**src/rtl/flash_pkg.sv**
```systemverilog
// Shared definitions for the SPI flash read engine: opcodes,
// gap timing and FSM state encoding.
package flash_pkg;

    localparam logic [7:0] OP_READ = 8'h03;
    localparam logic [7:0] OP_FAST = 8'h0B;
    localparam logic [7:0] OP_WAKE = 8'hAB;

    // ce ticks with cs high after release-from-power-down (tRES1 margin)
    localparam int WGAP_TICKS = 64;
    // ce ticks with cs high before done is reported
    localparam int END_TICKS  = 2;
    // gap counter width, wide enough for WGAP_TICKS
    localparam int GCW        = 7;

    typedef enum logic [3:0] {
        S_IDLE,
        S_WAKE,
        S_WGAP,
        S_CMD,
        S_ADDR,
        S_DUMMY,
        S_DATA,
        S_HOLD,
        S_END
    } state_t;

endpackage

```
**src/rtl/spi_shift.sv**
```systemverilog
// SPI mode-0 byte shifter: one ce tick per SCK half period, MSB first.
// Ports: clock/reset; tick (ce), run (toggle ck), load/din (new byte,
// ck low, bit count cleared); miso in; ck/mosi out; rx_byte (byte being
// completed on this rise); rise_last (8th rise now); byte_end (fall
// after the 8th rise, the point where the next byte may be loaded).
module spi_shift (
    input  logic       clock,
    input  logic       reset,
    input  logic       tick,
    input  logic       run,
    input  logic       load,
    input  logic [7:0] din,
    input  logic       miso,
    output logic       ck,
    output logic       mosi,
    output logic [7:0] rx_byte,
    output logic       rise_last,
    output logic       byte_end
);

    logic       ck_q, ck_d;
    logic [7:0] tx_q, tx_d;
    logic [6:0] rx_q, rx_d;
    logic [3:0] cnt_q, cnt_d;

    always_comb begin
        ck_d  = ck_q;
        tx_d  = tx_q;
        rx_d  = rx_q;
        cnt_d = cnt_q;
        if (load) begin
            // load also serves as the falling edge of the previous byte
            tx_d  = din;
            cnt_d = 4'd0;
            ck_d  = 1'b0;
        end else if (tick && run) begin
            if (!ck_q) begin
                ck_d  = 1'b1;
                rx_d  = {rx_q[5:0], miso};
                cnt_d = cnt_q + 4'd1;
            end else begin
                ck_d = 1'b0;
                tx_d = {tx_q[6:0], 1'b0};
            end
        end
    end

    always_ff @(posedge clock) begin
        if (reset) begin
            ck_q  <= 1'b0;
            tx_q  <= 8'h00;
            rx_q  <= 7'h00;
            cnt_q <= 4'd0;
        end else begin
            ck_q  <= ck_d;
            tx_q  <= tx_d;
            rx_q  <= rx_d;
            cnt_q <= cnt_d;
        end
    end

    assign ck        = ck_q;
    assign mosi      = tx_q[7];
    assign rx_byte   = {rx_q, miso};
    assign rise_last = tick && run && !ck_q && (cnt_q == 4'd7);
    assign byte_end  = tick && run && ck_q && (cnt_q == 4'd8);

endmodule

```
**src/rtl/flash_read.sv**
```systemverilog
// SPI NOR flash read engine (0x03 / 0x0B with dummy, optional wake).
// Ports: clock/reset (sync, high); ce (SCK half-period tick); start,
// fast, addr, len (latched on accept); busy, done; q/qstb/rdy byte
// stream; cs (active low), ck, mosi, miso flash pins.
module flash_read
    import flash_pkg::*;
#(
    parameter int AW   = 24,
    parameter int LW   = 8,
    parameter int WAKE = 0
) (
    input  logic          clock,
    input  logic          reset,
    input  logic          ce,
    input  logic          start,
    input  logic          fast,
    input  logic [AW-1:0] addr,
    input  logic [LW-1:0] len,
    output logic          busy,
    output logic          done,
    output logic [7:0]    q,
    output logic          qstb,
    input  logic          rdy,
    output logic          cs,
    output logic          ck,
    output logic          mosi,
    input  logic          miso
);

    localparam int NAB = AW / 8;
    localparam int ACW = $clog2(NAB + 1);

    state_t          state_q, state_d;
    logic            cs_q, cs_d;
    logic            busy_q, busy_d;
    logic            done_q, done_d;
    logic            qstb_q, qstb_d;
    logic [7:0]      q_q, q_d;
    logic [AW-1:0]   addr_q, addr_d;
    logic [LW-1:0]   rem_q, rem_d;
    logic            fast_q, fast_d;
    logic [ACW-1:0]  acnt_q, acnt_d;
    logic [GCW-1:0]  gcnt_q, gcnt_d;

    logic       run;
    logic       load;
    logic [7:0] ld_byte;
    logic [7:0] rx_byte;
    logic       rise_last;
    logic       byte_end;

    // ck only toggles while selected inside a byte-shifting state
    assign run = !cs_q && (state_q inside
        {S_WAKE, S_CMD, S_ADDR, S_DUMMY, S_DATA});

    spi_shift u_shift (
        .clock     (clock),
        .reset     (reset),
        .tick      (ce),
        .run       (run),
        .load      (load),
        .din       (ld_byte),
        .miso      (miso),
        .ck        (ck),
        .mosi      (mosi),
        .rx_byte   (rx_byte),
        .rise_last (rise_last),
        .byte_end  (byte_end)
    );

    always_comb begin
        state_d = state_q;
        cs_d    = cs_q;
        busy_d  = busy_q;
        done_d  = 1'b0;
        qstb_d  = 1'b0;
        q_d     = q_q;
        addr_d  = addr_q;
        rem_d   = rem_q;
        fast_d  = fast_q;
        acnt_d  = acnt_q;
        gcnt_d  = gcnt_q;
        load    = 1'b0;
        ld_byte = 8'h00;

        if (state_q == S_DATA && rise_last) begin
            q_d    = rx_byte;
            qstb_d = 1'b1;
            rem_d  = rem_q - LW'(1);
        end

        unique case (state_q)
            S_IDLE: begin
                // done_q blocks a start on the clock done is pulsing
                if (start && !done_q) begin
                    addr_d  = addr;
                    rem_d   = len;
                    fast_d  = fast;
                    busy_d  = 1'b1;
                    state_d = (WAKE != 0) ? S_WAKE : S_CMD;
                end
            end
            S_WAKE: begin
                if (ce && cs_q) begin
                    cs_d    = 1'b0;
                    load    = 1'b1;
                    ld_byte = OP_WAKE;
                end else if (byte_end) begin
                    state_d = S_WGAP;
                end
            end
            S_WGAP: begin
                if (ce) begin
                    if (!cs_q) begin
                        cs_d   = 1'b1;
                        gcnt_d = '0;
                    end else if (gcnt_q == GCW'(WGAP_TICKS - 1)) begin
                        state_d = S_CMD;
                    end else begin
                        gcnt_d = gcnt_q + GCW'(1);
                    end
                end
            end
            S_CMD: begin
                // first tick only drops cs; ck rises on the next one
                if (ce && cs_q) begin
                    cs_d    = 1'b0;
                    load    = 1'b1;
                    ld_byte = fast_q ? OP_FAST : OP_READ;
                end else if (byte_end) begin
                    load    = 1'b1;
                    ld_byte = addr_q[AW-1 -: 8];
                    addr_d  = addr_q << 8;
                    acnt_d  = ACW'(NAB - 1);
                    state_d = S_ADDR;
                end
            end
            S_ADDR: begin
                if (byte_end) begin
                    load = 1'b1;
                    if (acnt_q != '0) begin
                        ld_byte = addr_q[AW-1 -: 8];
                        addr_d  = addr_q << 8;
                        acnt_d  = acnt_q - ACW'(1);
                    end else begin
                        state_d = fast_q ? S_DUMMY : S_DATA;
                    end
                end
            end
            S_DUMMY: begin
                if (byte_end) begin
                    load    = 1'b1;
                    state_d = S_DATA;
                end
            end
            S_DATA: begin
                // rem_q was already decremented on this byte's last rise
                if (byte_end) begin
                    if (rem_q == '0) begin
                        state_d = S_END;
                    end else if (rdy) begin
                        load = 1'b1;
                    end else begin
                        state_d = S_HOLD;
                    end
                end
            end
            S_HOLD: begin
                if (ce && rdy) begin
                    load    = 1'b1;
                    state_d = S_DATA;
                end
            end
            S_END: begin
                if (ce) begin
                    if (!cs_q) begin
                        cs_d   = 1'b1;
                        gcnt_d = '0;
                    end else if (gcnt_q == GCW'(END_TICKS - 1)) begin
                        done_d  = 1'b1;
                        busy_d  = 1'b0;
                        state_d = S_IDLE;
                    end else begin
                        gcnt_d = gcnt_q + GCW'(1);
                    end
                end
            end
            default: begin
                state_d = S_IDLE;
            end
        endcase
    end

    always_ff @(posedge clock) begin
        if (reset) begin
            state_q <= S_IDLE;
            cs_q    <= 1'b1;
            busy_q  <= 1'b0;
            done_q  <= 1'b0;
            qstb_q  <= 1'b0;
            q_q     <= 8'h00;
            addr_q  <= '0;
            rem_q   <= '0;
            fast_q  <= 1'b0;
            acnt_q  <= '0;
            gcnt_q  <= '0;
        end else begin
            state_q <= state_d;
            cs_q    <= cs_d;
            busy_q  <= busy_d;
            done_q  <= done_d;
            qstb_q  <= qstb_d;
            q_q     <= q_d;
            addr_q  <= addr_d;
            rem_q   <= rem_d;
            fast_q  <= fast_d;
            acnt_q  <= acnt_d;
            gcnt_q  <= gcnt_d;
        end
    end

    assign busy = busy_q;
    assign done = done_q;
    assign qstb = qstb_q;
    assign q    = q_q;
    assign cs   = cs_q;

endmodule

```
**config.mk**
```make
export PLATFORM = sky130hd
export DESIGN_NAME = flash_read
export DESIGN_NICKNAME = d
export VERILOG_FILES = /design/src/rtl/flash_pkg.sv /design/src/rtl/spi_shift.sv /design/src/rtl/flash_read.sv
export SDC_FILE = /design/constraint.sdc
export NUM_CORES = 1
export LEC_CHECK = 0
export CAP_MARGIN = 20
export CELL_PAD_IN_SITES_DETAIL_PLACEMENT = 1
export CELL_PAD_IN_SITES_GLOBAL_PLACEMENT = 1
export CORE_AREA = 2 2 118 120
export CTS_CLUSTER_SIZE = 10
export DETAILED_ROUTE_END_ITERATION = 10
export DIE_AREA = 0 0 120 122
export PLACE_DENSITY = 0.72
export SLEW_MARGIN = 20
export SYNTH_ARGS = -nofsm -noshare
export SYNTH_HDL_FRONTEND = slang
export SYNTH_SLANG_ARGS = --single-unit
export TNS_END_PERCENT = 5
```
**constraint.sdc**
```tcl
create_clock -name clock -period 2.8 [get_ports clock]
set_input_delay 0.56 -clock clock [delete_from_list [all_inputs] [get_ports clock]]
set_output_delay 0.56 -clock clock [all_outputs]
set_load 0.05 [all_outputs]
```
== Yosys cells after proc, flatten, opt, wreduce, memory -nomap -nowiden ==
Index checks and enable logic that the tools add are counted.
Word-level totals
  word-level logic and storage cells: 167
  bits of input ports: 39
  register bits after elaboration: 78
Cells by class
  eq/ne operators: 34
  bitwise gates (word level): 5
  add/subtract/negate cells: 4
  reductions and logical operators: 39
  muxes and demuxes: 70
Operator list (number)
  $mux 24: 5
  $mux 8: 11
  $mux 4: 19
  $pmux 24 s3: 1
  $mux 7: 6
  $pmux 4 s9: 1
  $ne 2x2->1 const B: 16
  $pmux 8 s3: 1
  $eq 4x3->1 const B: 5
  $reduce_and 17->1: 1
  $mux 1: 16
  $reduce_and 5->1: 3
  $pmux 7 s2: 1
  $reduce_bool 2->1: 7
  $logic_and 1x1->1: 10
  $mux 2: 5
  $eq 4x2->1 const B: 2
  $eq 4x4->1 const B: 2
  $logic_not 8->1: 1
  $reduce_or 2->1: 4
  $sub 8x1->8 const B: 1
  $add 7x1->7 const B: 1
  $eq 7x1->1 const B: 1
  $eq 7x6->1 const B: 1
  18 further kinds: 31

== Depth between registers and ports, before layout ==
Gate-level depths: netlist of the first run.
  word-level depth: 11
  gate-level depth with buffers: 9
  depth with buffers taken out: 7

== Modules after synthesis ==
From an unflattened synthesis of the first run, not the netlist that was laid out.
Second synthesis, totals
  cell total of the unflattened synthesis: 481
  area, all modules: 3967.6 um2
By module, submodules not included
  flash_read: sequential area each 1161.1 um2, cells each 375, area each 3069.2 um2, instances 1
  spi_shift: sequential area each 400.4 um2, cells each 106, area each 898.4 um2, instances 1

== Least setup slack after synthesis of the first run ==
Ideal clock, no wire load.
  kind: input-to-reg
  from: in ce
  to: reg rem_q[1]
  arrival: 2.212 ns
  slack: 0.446 ns
  buffers on the path: 3
  cell stages on the path: 8
  data required time: 2.658 ns
  library setup time: 0.142 ns
  path through: clkbuf_1 > nand2b_1 > clkbuf_1 > nor4_2 > buf_2 > nand2_1 > nand2_1 > a311oi_1
On the way
  cells in the longest elaborated chain, start to end: 7
Ends and longest elaborated chain
  start: declaration: RTL line flash_read.sv:14  | input logic ce,
  $logic_and 1x1->1 (*) (3 in series): RTL line spi_shift.sv:65  | assign rise_last = tick && run && !ck_q && (cnt_q == 4'd7);
  $logic_and 1x1->1 (*): RTL line flash_read.sv:86  | if (state_q == S_DATA && rise_last) begin
  $mux 8 (*): RTL line flash_read.sv:86
  $mux 8: RTL line flash_read.sv:95  | if (start && !done_q) begin
  $mux 8 (*): RTL line flash_read.sv:92  | unique case (state_q)
  end signal: assignment: RTL line flash_read.sv:215  | rem_q <= rem_d;
  end: declaration: RTL line flash_read.sv:40  | logic [LW-1:0] rem_q, rem_d;
Mark *: on every way between the ends. The rest lies on a longest branch, timed or not.
A chain may end at the register's enable or synchronous reset.

== Worst setup path in the final report of the first run ==
  from: reg rem_q[0]
  to: reg state_q[2]
On the way
  cells in the longest elaborated chain, start to end: 4
  elaborated cells between the ends (all ways): 6
  classes of those cells: eq/ne (1); mux (3); reduce/logical (2)
Ends and longest elaborated chain
  $logic_not 8->1 (*): RTL line flash_read.sv:159  | if (rem_q == '0) begin
  $mux 4: RTL line flash_read.sv:159
  $mux 4: RTL line flash_read.sv:158  | if (byte_end) begin
  $pmux 4 s9: RTL line flash_read.sv:92
  end signal: assignment: RTL line flash_read.sv:208  | state_q <= state_d;
  end: declaration: RTL line flash_read.sv:33  | state_t state_q, state_d;
Mark *: on every way between the ends. The rest lies on a longest branch, timed or not. The select of a mux whose other input is x is not followed.

==> results of run 1 <==
-- power by group --
group | switching [mW] | leakage (nW) | internal [mW]
clock network | 0.482 | 0.152 | 0.780
logic | 0.754 | 0.890 | 0.590
registers | 0.176 | 0.637 | 1.32
-- metrics by stage --
stage / setup TNS [ps] / total power [mW] / utilization / instances
after CTS: 0 / 4.149 / 0.3670 / 679
after global routing: 0 / 4.353 / 0.3670 / 679
after global placement: 0 / 2.809 / 0.3436 / 663
final: 0 / 4.106 / 0.3670 / 679
after detailed placement: -4.021 / 2.871 / 0.3436 / 663
after floorplan: 0 / 2.546 / - / 444
-- path summary, 6_finish.rpt --
kind | end | slack, ps | depth (start not counted)
worst max-delay path | state_q[2] | 310 | 7
worst min-delay path | q[2] | 460 | 2
worst max register to register | state_q[2] | 310 | 7
worst min register to register | q[2] | 460 | 2
-- per-layer routing --
layer	GRT usage	routed length, um	share of wire	vias up
met4	0.05515	155	0.015	0
met5	0	0	0	-
met1	0.1949	5133	0.48	1680
li1	-	-	-	1714
met3	0.03043	340	0.032	11
met2	0.2536	4996	0.47	60
-- state kept, by name, summed over array words and instances (netlist names) --
signal,flops
fast_q,1
rem_q,8
gcnt_q,7
busy,1
qstb,1
done,1
addr_q,24
acnt_q,2
q,8
u_shift.rx_q,7
u_shift.tx_q,8
cs,1
state_q,4
u_shift.cnt_q,4
u_shift.ck,1
-- cells in the final DEF (no fill, tap or decap), types with 7 or more instances in the layout --
cell type	count
nand4_1	8
xor2_1	9
buf_4	16
nand2_1	28
nand3b_1	7
a21oi_1	28
nor2_1	58
clkdlybuf4s50_1	51
mux2i_1	29
clkbuf_16	9
nand3_1	9
nand2b_1	12
dfxtp_1	78
a211oi_1	28
inv_1	15
o21ai_0	9
-- cell type report --
| type | instances | area share |
|---|---|---|
| well taps | 180 | 0.04544 |
| multi-input cells | 321 | 0.4322 |
| clock inverters | 6 | 0.01742 |
| flip-flops and latches | 78 | 0.3151 |
| repair buffers | 69 | 0.1323 |
| inverters | 15 | 0.01136 |
| clock buffers | 10 | 0.04620 |
-- cells by family after synthesis --
logic type	after synthesis	synth area share
flops	78	0.3983
mux	29	0.07405
compound gates	105	0.1934
xor+xnor	11	0.02458
simple gates	170	0.2352
fa+ha+maj	6	0.01915
buf+inv	45	0.05521
-- worst max-delay path, cell delays in order, from the launching register on --
cell and delay [ps]:
dfxtp_1 330, inv_1 60, ha_1 240, nor3b_1 390, a211oi_1 190, or4_1 660, o311ai_0 370, o41ai_1 120
==> results by group, run 1 <==
Yosys
  – Cell count after synthesis: 444
  – Commonest cells in the netlist: dfxtp_1, nor2_1, mux2i_1
  – Asr flop ratio synth: 0
  – Number of synthesized flops with an enable pin: 0
  – Synth Cell Area: ~3900 sq um
  – Synth top area share: 0.3983
  – Dominant synthesized flop cell: dfxtp_1
  – Mapped Avg Cell Area: between 8 and 9 sq um
  – Sequential area share after synthesis: 0.3983
  – Syn_nets: 489
  – Ys Warns: 0
  – Synth area leader: dfxtp_1
  – Synth area leaders: dfxtp_1, mux2i_1, nor2_1
  – Most frequent cell after synthesis: dfxtp_1
  – Seq cells post-synth: a little under 80
  – Netlist cell types: between 50 and 60

Timing
  – Setup ws final: between 300 and 400 ps
  – Fmax: 401.6 MHz
  – Slew HR: 0.5505
  – Final setup viols: 0
  – Min cycle time layout: roughly 2500 ps
  – Layout Skew: roughly 4.9 ps
  – Final Cycle Share: 0.8892
  – RSZ-0062 raised after global routing: false
  – Worst-Margin Slew: ~670 ps
  – Worst hold margin: 461.6 ps
  – Fin. max-slew vios: 0
  – Final hold vios: 0

Clocking
  – Clk slew on worst S/H paths: approximately 60 ps
  – Total CTS buffers: 9
  – # clock sinks: 78
  – CTS root buffer: clkbuf_16
  – CTS tree: done
  – Post-CTS sizing: 0
  – Post-CTS setup buffer count: 0
  – Hold_buf cts: 0
  – Worst-Skew Late Latency: roughly 340 ps
  – H-tree depth: 3
  – CTS max path bufs: 2

Critical path
  – Worst setup startpoint: rem_q[0]
  – CP Capture Type: register
  – Worst Path Required: between 3000 and 4000 ps
  – CP max FO: 6
  – Worst Path Arrival: roughly 2700 ps
  – R2R Path Start: rem_q[0]
  – Crit path kind: register to register
  – CP Launch Type: register

Floorplan
  – Floorplan row count: 43
  – Die width: approximately 120 um
  – Die Height: about 120 um
  – Top-Level Pins: 53
  – Core region area: 13500 sq um
  – Die area: 14640 sq um
  – Initial Utilization: 0.2903

Final layout
  – Area grow syn2layout: 26.43%
  – Number of diodes: 0
  – Nets: 539
  – Reg area: between 1500 and 2000 sq um
  – Share of layout cells above drive strength 1: 0.1102
  – Fillers: 1580
  – Area of the multi-input gates: ~2100 sq um
  – Final Instance Area: ~5000 sq um

Routing
  – Avg WL per Cell: roughly 16 um
  – Drt drc: 0
  – Via density: roughly 5.1
  – DRT antenna net count: 0
  – DRT iter0 DRCs: 181
  – DRT Pass-1 Iters: 4
  – WL final: between 10000 and 15000 um
  – Via count: around 3500

Placed design
  – Place WS: -4.021 ps
  – Placed Area: 4641 sq um
  – Hpwl dp: between 7000 and 8000 um
  – # port buffers: between 50 and 60
  – Placer Congestion: between 0.8 and 0.9

Global route
  – Antenna violations before repair: 0
  – Pin count of the biggest net entering global routing: 49
  – GRT Overall Usage: 0.1521
  – Gr ovfl total: 0
  – First-pass GRT wire length: around 18000 um
  – Number of global-route vias before repair: between 3000 and 4000

Power and ir drop
  – Peak supply drop: around 300 uV
  – Leakage power: about 1.7 nW
  – Pwr/cell area: ~830 nW/um^2

Outcome
  – Status: finished, final reports clean

Hold path
  – Hold path startpoint: q[2]
  – Hold crit path type: register to register

Job
  – Max Cap Violations: 0
(Power assumes the default switching activity.)
==> run 2: changes to the inputs <==
--- a/config.mk
+++ b/config.mk
@@ -9,9 +9,11 @@
 export CELL_PAD_IN_SITES_DETAIL_PLACEMENT = 1
 export CELL_PAD_IN_SITES_GLOBAL_PLACEMENT = 1
 export CORE_AREA = 2 2 118 120
+export CTS_CLUSTER_DIAMETER = 60
 export CTS_CLUSTER_SIZE = 10
 export DETAILED_ROUTE_END_ITERATION = 10
 export DIE_AREA = 0 0 120 122
+export GPL_TIMING_DRIVEN = 0
 export PLACE_DENSITY = 0.72
 export SLEW_MARGIN = 20
 export SYNTH_ARGS = -nofsm -noshare
==> run 2 against run 1 <==
Effect of this change: clock power about the same; clock skew is 1.9 ps higher; sequential power hardly changed; power up 2.4%; sequential share of layout area down 0.16 points; largest power group is now combinational cells; wire length rose by 5.0%; combinational power up 10%; first-iteration DRC count down 31%; die area did not move; largest cell class unchanged.
==> results by group, run 2 (synthesis gave the netlist of run 1 again) <==
Critical path
  – Crit path kind: register to register (unchanged)
  – R2R Path Start: acnt_q[0] (was rem_q[0])
  – CP max FO: 10 (was 6)
  – Worst path cell trace: inv_1, ha_1, or4b_4, a2111oi_4, o21ba_4, buf_6, buf_6, nand3b_2, a21oi_2 (was inv_1, ha_1, nor3b_1, a211oi_1, or4_1, o311ai_0, o41ai_1)
  – Worst Path Arrival: 2920 ps (was 2700 ps)
  – Buf/Inv on CP: 3 (was 1)
  – CP max stage delay: 690 ps (was 660 ps)
  – Number of cells on the critical path: 9 (was 7)
  – Worst Path Required: 3070 ps (was 3010 ps)
  – CP Capture Type: register (unchanged)
  – CP Launch Type: register (unchanged)
  – Family with the most delay on the worst path: compound AO/OA/AOI/OAI gates (was simple AND/OR/NAND/NOR gates)
  – Slowest CP cell: a2111oi_4 (was or4_1)
  – Most frequent CP cell: buf_6
  – Worst setup startpoint: acnt_q[0] (was rem_q[0])
  – R2R cell count: 9 (was 7)

Clocking
  – CTS max path bufs: 2 (unchanged)
  – CTS tree: done (unchanged)
  – Hold_buf cts: 0 (unchanged)
  – Clk slew on worst S/H paths: 60 ps (about the same)
  – Worst-Skew Late Latency: 340 ps (about the same)
  – Total CTS buffers: 9 (unchanged)
  – CTS root buffer: clkbuf_16 (unchanged)
  – # clock sinks: 78 (unchanged)
  – H-tree depth: 3 (unchanged)

Routing
  – Via count: 3501 (was 3465)
  – Avg WL per Cell: 16.18 um (was 15.65 um)
  – WL final: 11160 um (was 10630 um)
  – Drt drc: 0 (unchanged)
  – DRT Pass-1 Iters: 4 (unchanged)
  – Via density: 5.074 (was 5.103)
  – DRT iter0 DRCs: 124 (was 181)
  – DRT antenna net count: 0 (unchanged)

Final layout
  – Most frequent cells in the layout: dfxtp_1, nor2_1, clkdlybuf4s50_1 (unchanged)
  – Fillers: 1573 (was 1580)
  – Area of the multi-input gates: 2160 sq um (was 2142 sq um)
  – Max FFs per register: 24 (unchanged)
  – Final Instance Area: 4981 sq um (was 4956 sq um)
  – Number of diodes: 0 (unchanged)
  – Share of layout cells above drive strength 1: 0.1020 (was 0.1102)
  – Leading cell type in the layout, fill and taps excluded: dfxtp_1 (unchanged)
  – Reg area: 1562 sq um (unchanged)
  – Nets: 550 (was 539)
  – Top reg by flops: addr_q (unchanged)
  – Area grow syn2layout: 27.07% (was 26.43%)

Floorplan
  – Floorplan row count: 43 (unchanged)
  – Initial Utilization: 0.2903 (unchanged)
  – Die width: 120 um (unchanged)
  – Die Height: 122 um (unchanged)
  – Core region area: 13500 sq um (unchanged)
  – Die area: 14640 sq um (unchanged)
  – Top-Level Pins: 53 (unchanged)

Timing
  – RSZ-0062 raised after global routing: false (unchanged)
  – Final hold vios: 0 (unchanged)
  – Min cycle time layout: 2653 ps (was 2490 ps)
  – Final Cycle Share: 0.9474 (was 0.8892)
  – Fin. max-slew vios: 0 (unchanged)
  – Slew HR: 0.3835 (was 0.5505)
  – Final setup viols: 0 (unchanged)
  – Worst-Margin Slew: 917.2 ps (was 672.5 ps)
  – Layout Skew: 6.713 ps (was 4.862 ps)
  – Worst hold margin: 454.8 ps (was 461.6 ps)
  – Fmax: 377.0 MHz (was 401.6 MHz)

Placed design
  – Hpwl dp: 8440 um (was 7649 um)
  – Placed Area: 4646 sq um (was 4641 sq um)
  – # port buffers: 50 (was 52)
  – Placer Congestion: 0.8576 (was 0.8845)

Global route
  – GRT Overall Usage: 0.1598 (was 0.1521)
  – Number of global-route vias before repair: 3650 (was 3569)
  – Gr ovfl total: 0 (unchanged)
  – Pin count of the biggest net entering global routing: 14 (was 49)
  – First-pass GRT wire length: 18680 um (was 17930 um)
  – Antenna violations before repair: 0 (unchanged)

Job
  – Max Cap Violations: 0 (unchanged)

Power and ir drop
  – Pwr/cell area: 843.8 nW/um^2 (was 828.4 nW/um^2)
  – Peak supply drop: 356.0 uV (was 300.8 uV)
  – Leakage power: 1.680 nW (was 1.679 nW)

Outcome
  – Status: finished, final reports clean (unchanged)

Hold path
  – Hold crit path type: register to register (unchanged)
  – Hold path cells: 2 (unchanged)
  – Hold path startpoint: q[2] (unchanged)
==> run 2: cell types whose count changed in the layout (fill, tap and decap cells not counted), moves of 4 or more <==
| cell | change |
|---|---|
| clkbuf_1 | +15 |
| buf_4 | -14 |
| buf_2 | +6 |
| buf_6 | +4 |
==> run 2: path summary, 6_finish.rpt <==
path	end	slack, ps
max	addr_q[7]	150
min	q[2]	450
max reg2reg	addr_q[7]	150
min reg2reg	q[2]	450
==> run 2: repair_timing <==
action	4_1_cts	5_1_grt
setup buffers	0	0
resized for setup	0	4
setup endpoints to repair	0	26
==> run 2: tightest hold or removal path: stages (launching register included) <==
cell	delay, ps
dfxtp_1	310
nand2_1	50
a21oi_1	50
==> run 2: area by class of cell <==
type / count / area share
clock buffer: 10 / 0.04597
inverter: 15 / 0.01130
clock inverter: 6 / 0.01733
tap: 180 / 0.04521
sequential: 78 / 0.3135
buffer: 30 / 0.03266
timing repair buffer: 50 / 0.1005
multi-input combinational: 321 / 0.4336
==> run 2: per-stage QoR <==
stage / setup TNS, ps / total power [mW] / std cells / util / setup WS (ps)
2_1_floorplan: 0 / 2.546 / 444 / - / 446.0
3_3_place_gp: -1101 / 2.899 / 674 / 0.3440 / -137.3
3_5_place_dp: -2051 / 2.957 / 674 / 0.3440 / -202.1
4_1_cts: 0 / 4.212 / 690 / 0.3674 / 63.64
5_1_grt: 0 / 4.471 / 690 / 0.3689 / 0.7458
6_report: 0 / 4.203 / 690 / 0.3689 / 147.3
==> run 2: power breakdown <==
part	leakage, nW	total, mW	internal, mW	switching, mW
Sequential	0.637	1.47	1.33	0.149
Combinational	0.890	1.48	0.642	0.843
Clock	0.152	1.24	0.779	0.465
==> run 2: routing by layer <==
layer	up-vias	routed length, um	global-route usage
li1	1731	-	-
met1	1708	5184	0.2083
met2	50	5413	0.2685
met3	12	370	0.02575
met4	0	193	0.05515
met5	-	0	0
==> run 3: changes to the inputs <==
--- a/config.mk
+++ b/config.mk
@@ -8,13 +8,13 @@
 export CAP_MARGIN = 20
 export CELL_PAD_IN_SITES_DETAIL_PLACEMENT = 1
 export CELL_PAD_IN_SITES_GLOBAL_PLACEMENT = 1
-export CORE_AREA = 2 2 118 120
+export CORE_AREA = 2 2 109 111
 export CTS_CLUSTER_DIAMETER = 60
 export CTS_CLUSTER_SIZE = 10
 export DETAILED_ROUTE_END_ITERATION = 10
-export DIE_AREA = 0 0 120 122
+export DIE_AREA = 0 0 111 113
 export GPL_TIMING_DRIVEN = 0
-export PLACE_DENSITY = 0.72
+export PLACE_DENSITY = 0.8
 export SLEW_MARGIN = 20
 export SYNTH_ARGS = -nofsm -noshare
 export SYNTH_HDL_FRONTEND = slang
==> run 3 against run 2 <==
Effect of this change: utilization grew 7.0 points; non-clock buffer count did not move; via count rose by 0.11%; design area decreased by 0.73%; combinational power about the same; power increased by 1.0%; setup slack lost 32 ps; largest cell class unchanged; largest power group unchanged.
==> results by group, run 3 (synthesis gave the netlist of run 1 again) <==
Hold path
  – Hold path cells: 2 (unchanged)
  – Hold crit path type: register to register (unchanged)

Final layout
  – Reg area: 1562 sq um (unchanged)
  – Leading cell type in the layout, fill and taps excluded: dfxtp_1 (unchanged)
  – Area of the multi-input gates: 2162 sq um (was 2160 sq um)
  – Fillers: 1309 (was 1573)
  – Area grow syn2layout: 26.14% (was 27.07%)
  – Max FFs per register: 24 (unchanged)
  – Share of layout cells above drive strength 1: 0.1039 (was 0.1020)
  – Final Util: 0.4387 (was 0.3689)
  – Most frequent cells in the layout: dfxtp_1, nor2_1, clkdlybuf4s50_1 (unchanged)
  – Top reg by flops: addr_q (unchanged)
  – Nets: 550 (unchanged)
  – Post-Layout Cell Count: 653 (was 690)
  – Number of diodes: 0 (unchanged)
  – Final Instance Area: 4945 sq um (was 4981 sq um)

Clocking
  – CTS max path bufs: 2 (unchanged)
  – Clk slew on worst S/H paths: 60 ps (about the same)
  – CTS root buffer: clkbuf_16 (unchanged)
  – Post-CTS setup buffer count: 0 (unchanged)
  – Hold_buf cts: 0 (unchanged)
  – Total CTS buffers: 9 (unchanged)
  – Worst-Skew Late Latency: 340 ps (about the same)
  – Post-CTS sizing: 0 (unchanged)
  – H-tree depth: 3 (unchanged)
  – CTS tree: done (unchanged)
  – # clock sinks: 78 (unchanged)

Critical path
  – Crit path kind: primary input to register (was register to register)
  – Worst path cell trace: clkdlybuf4s50_1, nor2b_1, o32ai_1, or4_1, clkbuf_1, o311ai_0, o41ai_1 (was inv_1, ha_1, or4b_4, a2111oi_4, o21ba_4, buf_6, buf_6, nand3b_2, a21oi_2)
  – Buf/Inv on CP: 2 (was 3)
  – R2R Path Start: acnt_q[0] (unchanged)
  – Slowest CP cell: or4_1 (was a2111oi_4)
  – R2R cell count: 9 (unchanged)
  – CP Launch Type: primary input (was register)
  – Number of cells on the critical path: 7 (was 9)
  – Worst Path Required: 3010 ps (was 3070 ps)
  – CP max stage delay: 570 ps (was 690 ps)
  – RR Endpoint: addr_q[7] (unchanged)
  – Worst setup startpoint: start (was acnt_q[0])
  – Worst Setup EP: state_q[2] (was addr_q[7])
  – CP Capture Type: register (unchanged)
  – CP max FO: 6 (was 10)
  – R2r setup slk: 140 ps (was 150 ps)
  – Family with the most delay on the worst path: simple AND/OR/NAND/NOR gates (was compound AO/OA/AOI/OAI gates)
  – Worst Path Arrival: 2890 ps (was 2920 ps)

Global route
  – GRT Overall Usage: 0.1829 (was 0.1598)
  – Gr ovfl total: 0 (unchanged)
  – Antenna violations before repair: 0 (unchanged)
  – Pin count of the biggest net entering global routing: 15 (was 14)
  – First-pass GRT wire length: 18570 um (was 18680 um)
  – Number of global-route vias before repair: 3678 (was 3650)

Timing
  – Layout Skew: 8.539 ps (was 6.713 ps)
  – Slew HR: 0.3672 (was 0.3835)
  – Final hold vios: 0 (unchanged)
  – Min cycle time layout: 2685 ps (was 2653 ps)
  – Final setup viols: 0 (unchanged)
  – Fmax: 372.5 MHz (was 377.0 MHz)
  – Final Cycle Share: 0.9588 (was 0.9474)
  – RSZ-0062 raised after global routing: true (was false)
  – Worst-Margin Slew: 941.3 ps (was 917.2 ps)
  – Fin. max-slew vios: 0 (unchanged)

Routing
  – Drt drc: 0 (unchanged)
  – Avg WL per Cell: 16.70 um (was 16.18 um)
  – DRT Pass-1 Iters: 4 (unchanged)
  – DRT antenna net count: 0 (unchanged)
  – WL final: 10910 um (was 11160 um)
  – Via count: 3505 (was 3501)
  – Via density: 5.368 (was 5.074)
  – DRT iter0 DRCs: 117 (was 124)

Placed design
  – Placed Area: 4599 sq um (was 4646 sq um)
  – Hpwl dp: 7972 um (was 8440 um)
  – Placer Congestion: 0.9137 (was 0.8576)
  – # port buffers: 50 (unchanged)
  – Post-placement cell count: 637 (was 674)

Power and ir drop
  – Peak supply drop: 408.9 uV (was 356.0 uV)
  – Total Power: 4.246 mW (was 4.203 mW)
  – Leakage power: 1.681 nW (was 1.680 nW)
  – Pwr/cell area: 858.6 nW/um^2 (was 843.8 nW/um^2)

Floorplan
  – Die Height: 113 um (was 122 um)
  – Initial Utilization: 0.3478 (was 0.2903)
  – Core region area: 11270 sq um (was 13500 sq um)
  – Floorplan row count: 39 (was 43)
  – Top-Level Pins: 53 (unchanged)
  – Die area: 12540 sq um (was 14640 sq um)
  – Die width: 111 um (was 120 um)

Outcome
  – Status: finished, final reports clean (unchanged)

Job
  – Max Cap Violations: 0 (unchanged)
-- run 3: cell types whose count changed in the layout (fill, tap and decap cells not counted), sizes merged --
cell,previous run,this run
clkinvlp,1,2
clkinv,3,2
clkbuf,26,25
inv,15,16
-- run 3: final cells by class --
class	instances	area share
Inverter	15	0.01139
Tap cell	143	0.03618
Buffer	30	0.03289
Clock buffer	9	0.04555
Multi-Input combinational cell	321	0.4372
Timing Repair Buffer	50	0.1012
Sequential cell	78	0.3158
Clock inverter	7	0.01974
-- run 3: worst min path at each step --
stage                               start         endpoint  slack, ps
after floorplan           u_shift.rx_q[6]             q[7]        430
after global placement    u_shift.rx_q[6]             q[7]        440
after detailed placement             q[1]             q[1]        450
after CTS                            q[1]             q[1]        460
after global routing           addr_q[20]  u_shift.tx_q[4]        490
final                                q[1]             q[1]        460
-- run 3: report_power, final --
| group | leakage, nW | switching [mW] | internal (mW) |
|---|---|---|---|
| logic | 0.892 | 0.849 | 0.644 |
| registers | 0.637 | 0.154 | 1.32 |
| clock network | 0.152 | 0.490 | 0.783 |
| total | 1.68 | 1.49 | 2.75 |
-- run 3: routing by layer --
metal | vias up | global-route usage | part of all wire
met5 | - | 0 | 0
met4 | 0 | 0.07250 | 0.020
met3 | 18 | 0.02678 | 0.021
met2 | 48 | 0.3047 | 0.47
met1 | 1702 | 0.2404 | 0.49
li1 | 1737 | - | -
-- run 3: per-stage QoR --
| step | hold WS (ps) | TNS (ps) | setup slack (ps) |
|---|---|---|---|
| 3_3_place_gp | 439.8 | -952.9 | -120.7 |
| 4_1_cts | 458.6 | 0 | 57.83 |
| 6_report | 456.0 | 0 | 115.4 |
| 3_5_place_dp | 449.8 | -1513 | -185.2 |
| 2_1_floorplan | 431.6 | 0 | 446.0 |
| 5_1_grt | 486.4 | -3.627 | -3.627 |
-- run 3: worst min-delay path, cell delays in order, from the launching register on --
cell	delay, ps
dfxtp_1	310
nand2_1	50
a21oi_1	50
